## config.mk

```make
export PLATFORM = sky130hd
export DESIGN_NAME = sevenseg_scan_capture
export DESIGN_NICKNAME = d
export VERILOG_FILES = /design/src/rtl/sevenseg_scan_capture.sv
export SDC_FILE = /design/constraint.sdc
export NUM_CORES = 1
export LEC_CHECK = 0
export CORE_ASPECT_RATIO = 0.7
export CORE_MARGIN = 2
export CORE_UTILIZATION = 55
export CTS_BUF_LIST = sky130_fd_sc_hd__clkbuf_16
export CTS_CLUSTER_DIAMETER = 200
export DETAILED_ROUTE_END_ITERATION = 10
export PLACE_DENSITY_LB_ADDON = 0.25
export SETUP_SLACK_MARGIN = 0.05
export SYNTH_ARGS = -nofsm -noshare
export SYNTH_HDL_FRONTEND = slang
export SYNTH_SLANG_ARGS = --single-unit
```

## constraint.sdc

```tcl
create_clock -name clk -period 3.4 [get_ports clk]
set_input_delay 0.68 -clock clk [delete_from_list [all_inputs] [get_ports clk]]
set_output_delay 0.68 -clock clk [all_outputs]
set_load 0.02 [all_outputs]
```

## src/rtl/sevenseg_scan_capture.sv

```systemverilog
// sevenseg_scan_capture
//   Monitors a time-multiplexed, active-low 7-segment display bus and recovers
//   the hex value shown on each digit. A (anode, segment) pair must stay steady
//   for STABLE_CYC cycles before it is captured. This rejects the short
//   transients that occur while the scanner switches from one digit to the next.
//
// Ports
//   clk          system clock
//   rst_n        asynchronous active-low reset
//   seg_L        segment cathodes, active low, {g,f,e,d,c,b,a}
//   anode_L      digit enables, active low, bit i = digit i
//   digits       recovered hex values, nibble i = digit i
//   digit_valid  nibble i holds a legally decoded value
//   pattern_err  last capture on digit i was an unrecognised pattern
//   frame_done   one-cycle pulse once every digit has been captured
//   stale        no capture for TIMEOUT_CYC cycles
module sevenseg_scan_capture #(
  parameter int NDIG        = 4,
  parameter int STABLE_CYC  = 4,
  parameter int TIMEOUT_CYC = 1023
) (
  input  logic              clk,
  input  logic              rst_n,
  input  logic [6:0]        seg_L,
  input  logic [NDIG-1:0]   anode_L,
  output logic [4*NDIG-1:0] digits,
  output logic [NDIG-1:0]   digit_valid,
  output logic [NDIG-1:0]   pattern_err,
  output logic              frame_done,
  output logic              stale
);

  localparam logic [7:0]  STABLE_W  = 8'(STABLE_CYC);
  localparam logic [15:0] TIMEOUT_W = 16'(TIMEOUT_CYC);

  typedef enum logic [1:0] {IDLE, SETTLE, HELD} state_t;

  // Returns {legal, blank, code}.
  function automatic logic [5:0] decode(input logic [6:0] s);
    logic [5:0] r;
    r = 6'b00_0000;
    case (s)
      7'h3F: r = {2'b10, 4'h0};
      7'h06: r = {2'b10, 4'h1};
      7'h5B: r = {2'b10, 4'h2};
      7'h4F: r = {2'b10, 4'h3};
      7'h66: r = {2'b10, 4'h4};
      7'h6D: r = {2'b10, 4'h5};
      7'h7D: r = {2'b10, 4'h6};
      7'h07: r = {2'b10, 4'h7};
      7'h27: r = {2'b10, 4'h7};
      7'h7F: r = {2'b10, 4'h8};
      7'h6F: r = {2'b10, 4'h9};
      7'h67: r = {2'b10, 4'h9};
      7'h77: r = {2'b10, 4'hA};
      7'h7C: r = {2'b10, 4'hB};
      7'h39: r = {2'b10, 4'hC};
      7'h5E: r = {2'b10, 4'hD};
      7'h79: r = {2'b10, 4'hE};
      7'h71: r = {2'b10, 4'hF};
      7'h00: r = {2'b01, 4'h0};
      default: r = 6'b00_0000;
    endcase
    return r;
  endfunction

  logic [6:0]      seg_l_p0, seg_l_p1;
  logic [NDIG-1:0] an_l_p0, an_l_p1;
  logic [6:0]      seg, seg_prev;
  logic [NDIG-1:0] an, an_prev;
  state_t          state;
  logic [7:0]      dwell;
  logic [15:0]     idle_cnt;
  logic [NDIG-1:0] seen;

  logic            one_hot;
  logic            pair_changed;
  logic            capture;
  logic [NDIG-1:0] cap_mask;
  logic [5:0]      dec;
  logic [15:0]     idle_sat;

  // Stage p1 -> decode: active-high view of the synchronised pins.
  assign seg          = ~seg_l_p1;
  assign an           = ~an_l_p1;
  assign one_hot      = $onehot(an);
  assign pair_changed = (seg != seg_prev) || (an != an_prev);
  // The dwell counter counts the current cycle too, so a match with STABLE_CYC
  // on an unchanged pair means the pair has been seen STABLE_CYC+1 times.
  assign capture      = (state == SETTLE) && !pair_changed && (dwell == STABLE_W);
  assign cap_mask     = capture ? an : '0;
  assign dec          = decode(seg);
  assign idle_sat     = (idle_cnt == TIMEOUT_W) ? idle_cnt : idle_cnt + 16'd1;

  always_ff @(posedge clk or negedge rst_n) begin
    if (!rst_n) begin
      seg_l_p0    <= '1;
      seg_l_p1    <= '1;
      an_l_p0     <= '1;
      an_l_p1     <= '1;
      seg_prev    <= '0;
      an_prev     <= '0;
      state       <= IDLE;
      dwell       <= '0;
      idle_cnt    <= '0;
      seen        <= '0;
      digits      <= '0;
      digit_valid <= '0;
      pattern_err <= '0;
      frame_done  <= 1'b0;
      stale       <= 1'b0;
    end else begin
      // Stage p0/p1: two-flop synchroniser on the raw pins.
      seg_l_p0 <= seg_L;
      seg_l_p1 <= seg_l_p0;
      an_l_p0  <= anode_L;
      an_l_p1  <= an_l_p0;
      seg_prev <= seg;
      an_prev  <= an;

      // Dwell FSM: dwell never runs past STABLE_CYC, so it cannot wrap.
      case (state)
        IDLE: begin
          if (one_hot) begin
            state <= SETTLE;
            dwell <= 8'd1;
          end
        end
        SETTLE, HELD: begin
          if (pair_changed) begin
            if (one_hot) begin
              state <= SETTLE;
              dwell <= 8'd1;
            end else begin
              state <= IDLE;
            end
          end else if (state == SETTLE) begin
            if (dwell == STABLE_W) state <= HELD;
            else                   dwell <= dwell + 8'd1;
          end
        end
        default: state <= IDLE;
      endcase

      // Capture and stale monitor.
      if (capture) begin
        idle_cnt <= '0;
        stale    <= 1'b0;
        for (int i = 0; i < NDIG; i++) begin
          if (cap_mask[i]) begin
            if (dec[5]) begin
              digits[4*i +: 4] <= dec[3:0];
              digit_valid[i]   <= 1'b1;
              pattern_err[i]   <= 1'b0;
            end else begin
              digit_valid[i]   <= 1'b0;
              pattern_err[i]   <= ~dec[4];
            end
          end
        end
      end else begin
        idle_cnt <= idle_sat;
        if (idle_sat == TIMEOUT_W) begin
          stale       <= 1'b1;
          digit_valid <= '0;
        end
      end

      // Frame monitor: a capture on the clearing edge seeds the new mask.
      if (&seen) begin
        frame_done <= 1'b1;
        seen       <= cap_mask;
      end else begin
        frame_done <= 1'b0;
        seen       <= seen | cap_mask;
      end
    end
  end

endmodule

```

==> results.txt <==
Status = completed
Syn Area/Cell = 10.55 µm²
DR DRC count = 0
DP HPWL = 6543 µm
Worst Hold Depth = 0
Clock Sink Count = 89
DRT Pass-1 Iters = 4
# resized after CTS = 0
Worst-path clk slew = 0.06 ns
Critical Path RT = 3.62 ns
Root buffer cell = clkbuf_16
Setup TNS = 0 ns
Top-count cell post-synth = dfrtp_1
HP Start = seg_l_p0[2]
Netlist Area Pre-Place = 4433 µm²
Area share of the largest cell type after synthesis = 0.3782
Clock skew = 0.008391 ns
Num CTS Buffers = 9
Post-route ant nets = 0
Row count = 27
Worst Setup Start Kind = flip-flop
Final Net Count = 479
Worst-Skew Late Latency = 0.34 ns
Number of synthesized flops with an enable pin = 0
Postcts setup bufs = 0
Synth top area cells = dfrtp_1 (38%), dfstp_2 (13%), mux2_1 (4.3%), nand2_1 (3.9%), xnor2_1 (3.0%)
Crit path DAT = 2.86 ns
R2r setup slk = 0.75 ns
Main flop type after synthesis = dfrtp_1
Pwr per Cell Area = 446.0 nW/µm²
Slew margin rel. = 0.3465
Cells after Synth = 420
Clk buf depth = 2
DRT iter0 DRCs = 169
Area grow syn2layout = 16.91%
Total power draw = 2311 µW
Ant diodes = 0
# setup viols final = 0
Vias per cell = 5.838
Yosys Warn Count = 0
Worst Setup SP = state[1]
Worst Reg-to-Reg Cells = 8
Slew @ Worst Pin = 0.9802 ns
Largest net degree at the start of global routing = 80
Die Span X = 111.3 µm
Drt wl/cell = 16.37 µm
CP Class = reg -> reg
Hold Crit Endpoint = seg_l_p1[2]
Synthesized net count = 442
Die area = 8806 µm²
Synth area leader = dfrtp_1
CTS tree = yes
#FFs+latches synth = 89
First-pass GRT wire length = 15,370 µm
Area of the core = 7838 µm²
Leak Pwr = 0.002303 µW
RSZ-0062 raised after global routing = false
Reg-to-Reg End = digits[11]
Final hold viol count = 0
# IOs = 39
Max Cap Violations = 0
Worst Hold Class = reg -> reg
Initial antenna violation count = 0
Period utilization = 0.7780
Post-synth cell types = 61
Initial Utilization = 0.5656
Tot GR Track Use = 0.2231
CP max FO = 5
Layout cells sized above 1 = 0.1190
Hold Buf Count CTS = 0
Critical Path Sink Type = flip-flop
Final min period = 2.645 ns
Vias in the first global route = 3,165
Final Wtd Congestion = 0.8955
Vias = 3,287
DIE HEIGHT = 79.12 µm
H-tree levels = 3
Final wirelength = 9214 µm
Final Max Slew Viols = 0
Max frequency = 378.0 MHz
GRT overflow = 0
Layout Cells excl Fill = 563
Reg-to-reg critical path startpoint = state[1]
Synth cell count leaders = dfrtp_1 (67), nand2_1 (46), nor2_1 (34), dfstp_2 (22), inv_1 (19)
PortBufs = 38
Sequential element share of the synthesized area = 0.5086
Synth async-reset ratio = 1.000
Max VDD drop = 0.3253 mV
Placed Instances = 547
-- critical path, cell delays in order (launching register included) --
cell and delay (ns):
dfrtp_1 0.39, inv_1 0.09, ha_1 0.21, nor4bb_1 0.46, and4bb_1 0.25, and4_1 0.26, nand2_1 0.20, a21oi_2 0.28
mux2_1 0.37
-- report_power, final --
part / total [µW] / switching [µW] / internal, µW
Sequential: 1130 / 29.9 / 1100
Combinational: 235 / 148 / 86.3
Clock: 951 / 411 / 541
-- state kept, by name, indices dropped and copies added, names as in the netlist, 2 cells and up --
signal       count
seen             4
an_l_p0          4
an_prev          4
seg_l_p0         7
seg_prev         7
pattern_err      4
an_l_p1          4
idle_cnt        16
digits          16
dwell            8
digit_valid      4
state            2
seg_l_p1         7
-- how the worst max path moves through the flow --
stage / end / slack, ns / depth (start not counted)
after global placement: dwell[4] / 0.85 / 10
after CTS: digits[11] / 0.78 / 8
final: digits[11] / 0.75 / 8
after floorplan: dwell[4] / 1.03 / 10
after detailed placement: digits[11] / 0.80 / 8
after global routing: digits[10] / 0.61 / 8
-- through the flow --
step	instance area, µm²	hold WS, ns	util	worst slack (ns)
after global placement	4891	0.3456	0.6240	0.8462
after detailed placement	4891	0.3470	0.6240	0.7960
after global routing	5182	0.3582	0.6612	0.6088
after CTS	5182	0.3564	0.6612	0.7809
final	5182	0.3558	0.6612	0.7547
after floorplan	4433	0.3452	-	1.031
-- cell families (layout without fill, tap and decap cells) --
logic type	after synthesis	after routing	share of synthesized area
fa+ha+maj	9	9	0.02710
xor+xnor	23	23	0.04544
buf+inv	34	76	0.03076
compound gates	67	67	0.1090
simple gates	174	174	0.2202
mux	24	24	0.05899
flops	89	89	0.5086
-- cells in the final DEF (no fill, tap or decap), drive strengths merged, types with 5 or more instances in the layout --
cell type,synthesis,routed
a211oi,5,5
a21oi,20,20
and3,11,11
and4,8,8
clkbuf,7,10
clkdlybuf4s50,0,37
dfrtp,67,67
dfstp,22,22
ha,8,8
inv,20,23
mux2,17,17
mux2i,7,7
nand2,47,47
nand3,15,15
nand4,10,10
nor2,34,34
nor3,13,13
nor4,7,7
o21ai,8,8
or3,5,5
xnor2,15,15
xor2,8,8
-- final cells by class --
type                       count  area [µm²]
tap                          101       126.4
inverter                      20       75.07
fill                         602        2655
clock inverter                 6       41.29
clock buffer                  10       250.2
timing repair buffer          40       392.9
multi-input combinational    297        2042
sequential                    89        2255
-- layer usage --
metal / share of wire / vias up / GRT usage
met4: 0.011 / 0 / 0.06790
met2: 0.46 / 98 / 0.3585
met1: 0.47 / 1596 / 0.2967
met5: 0 / - / 0
met3: 0.058 / 9 / 0.06641
li1: - / 1584 / -
No activity file was read; power rests on OpenSTA's default activity.
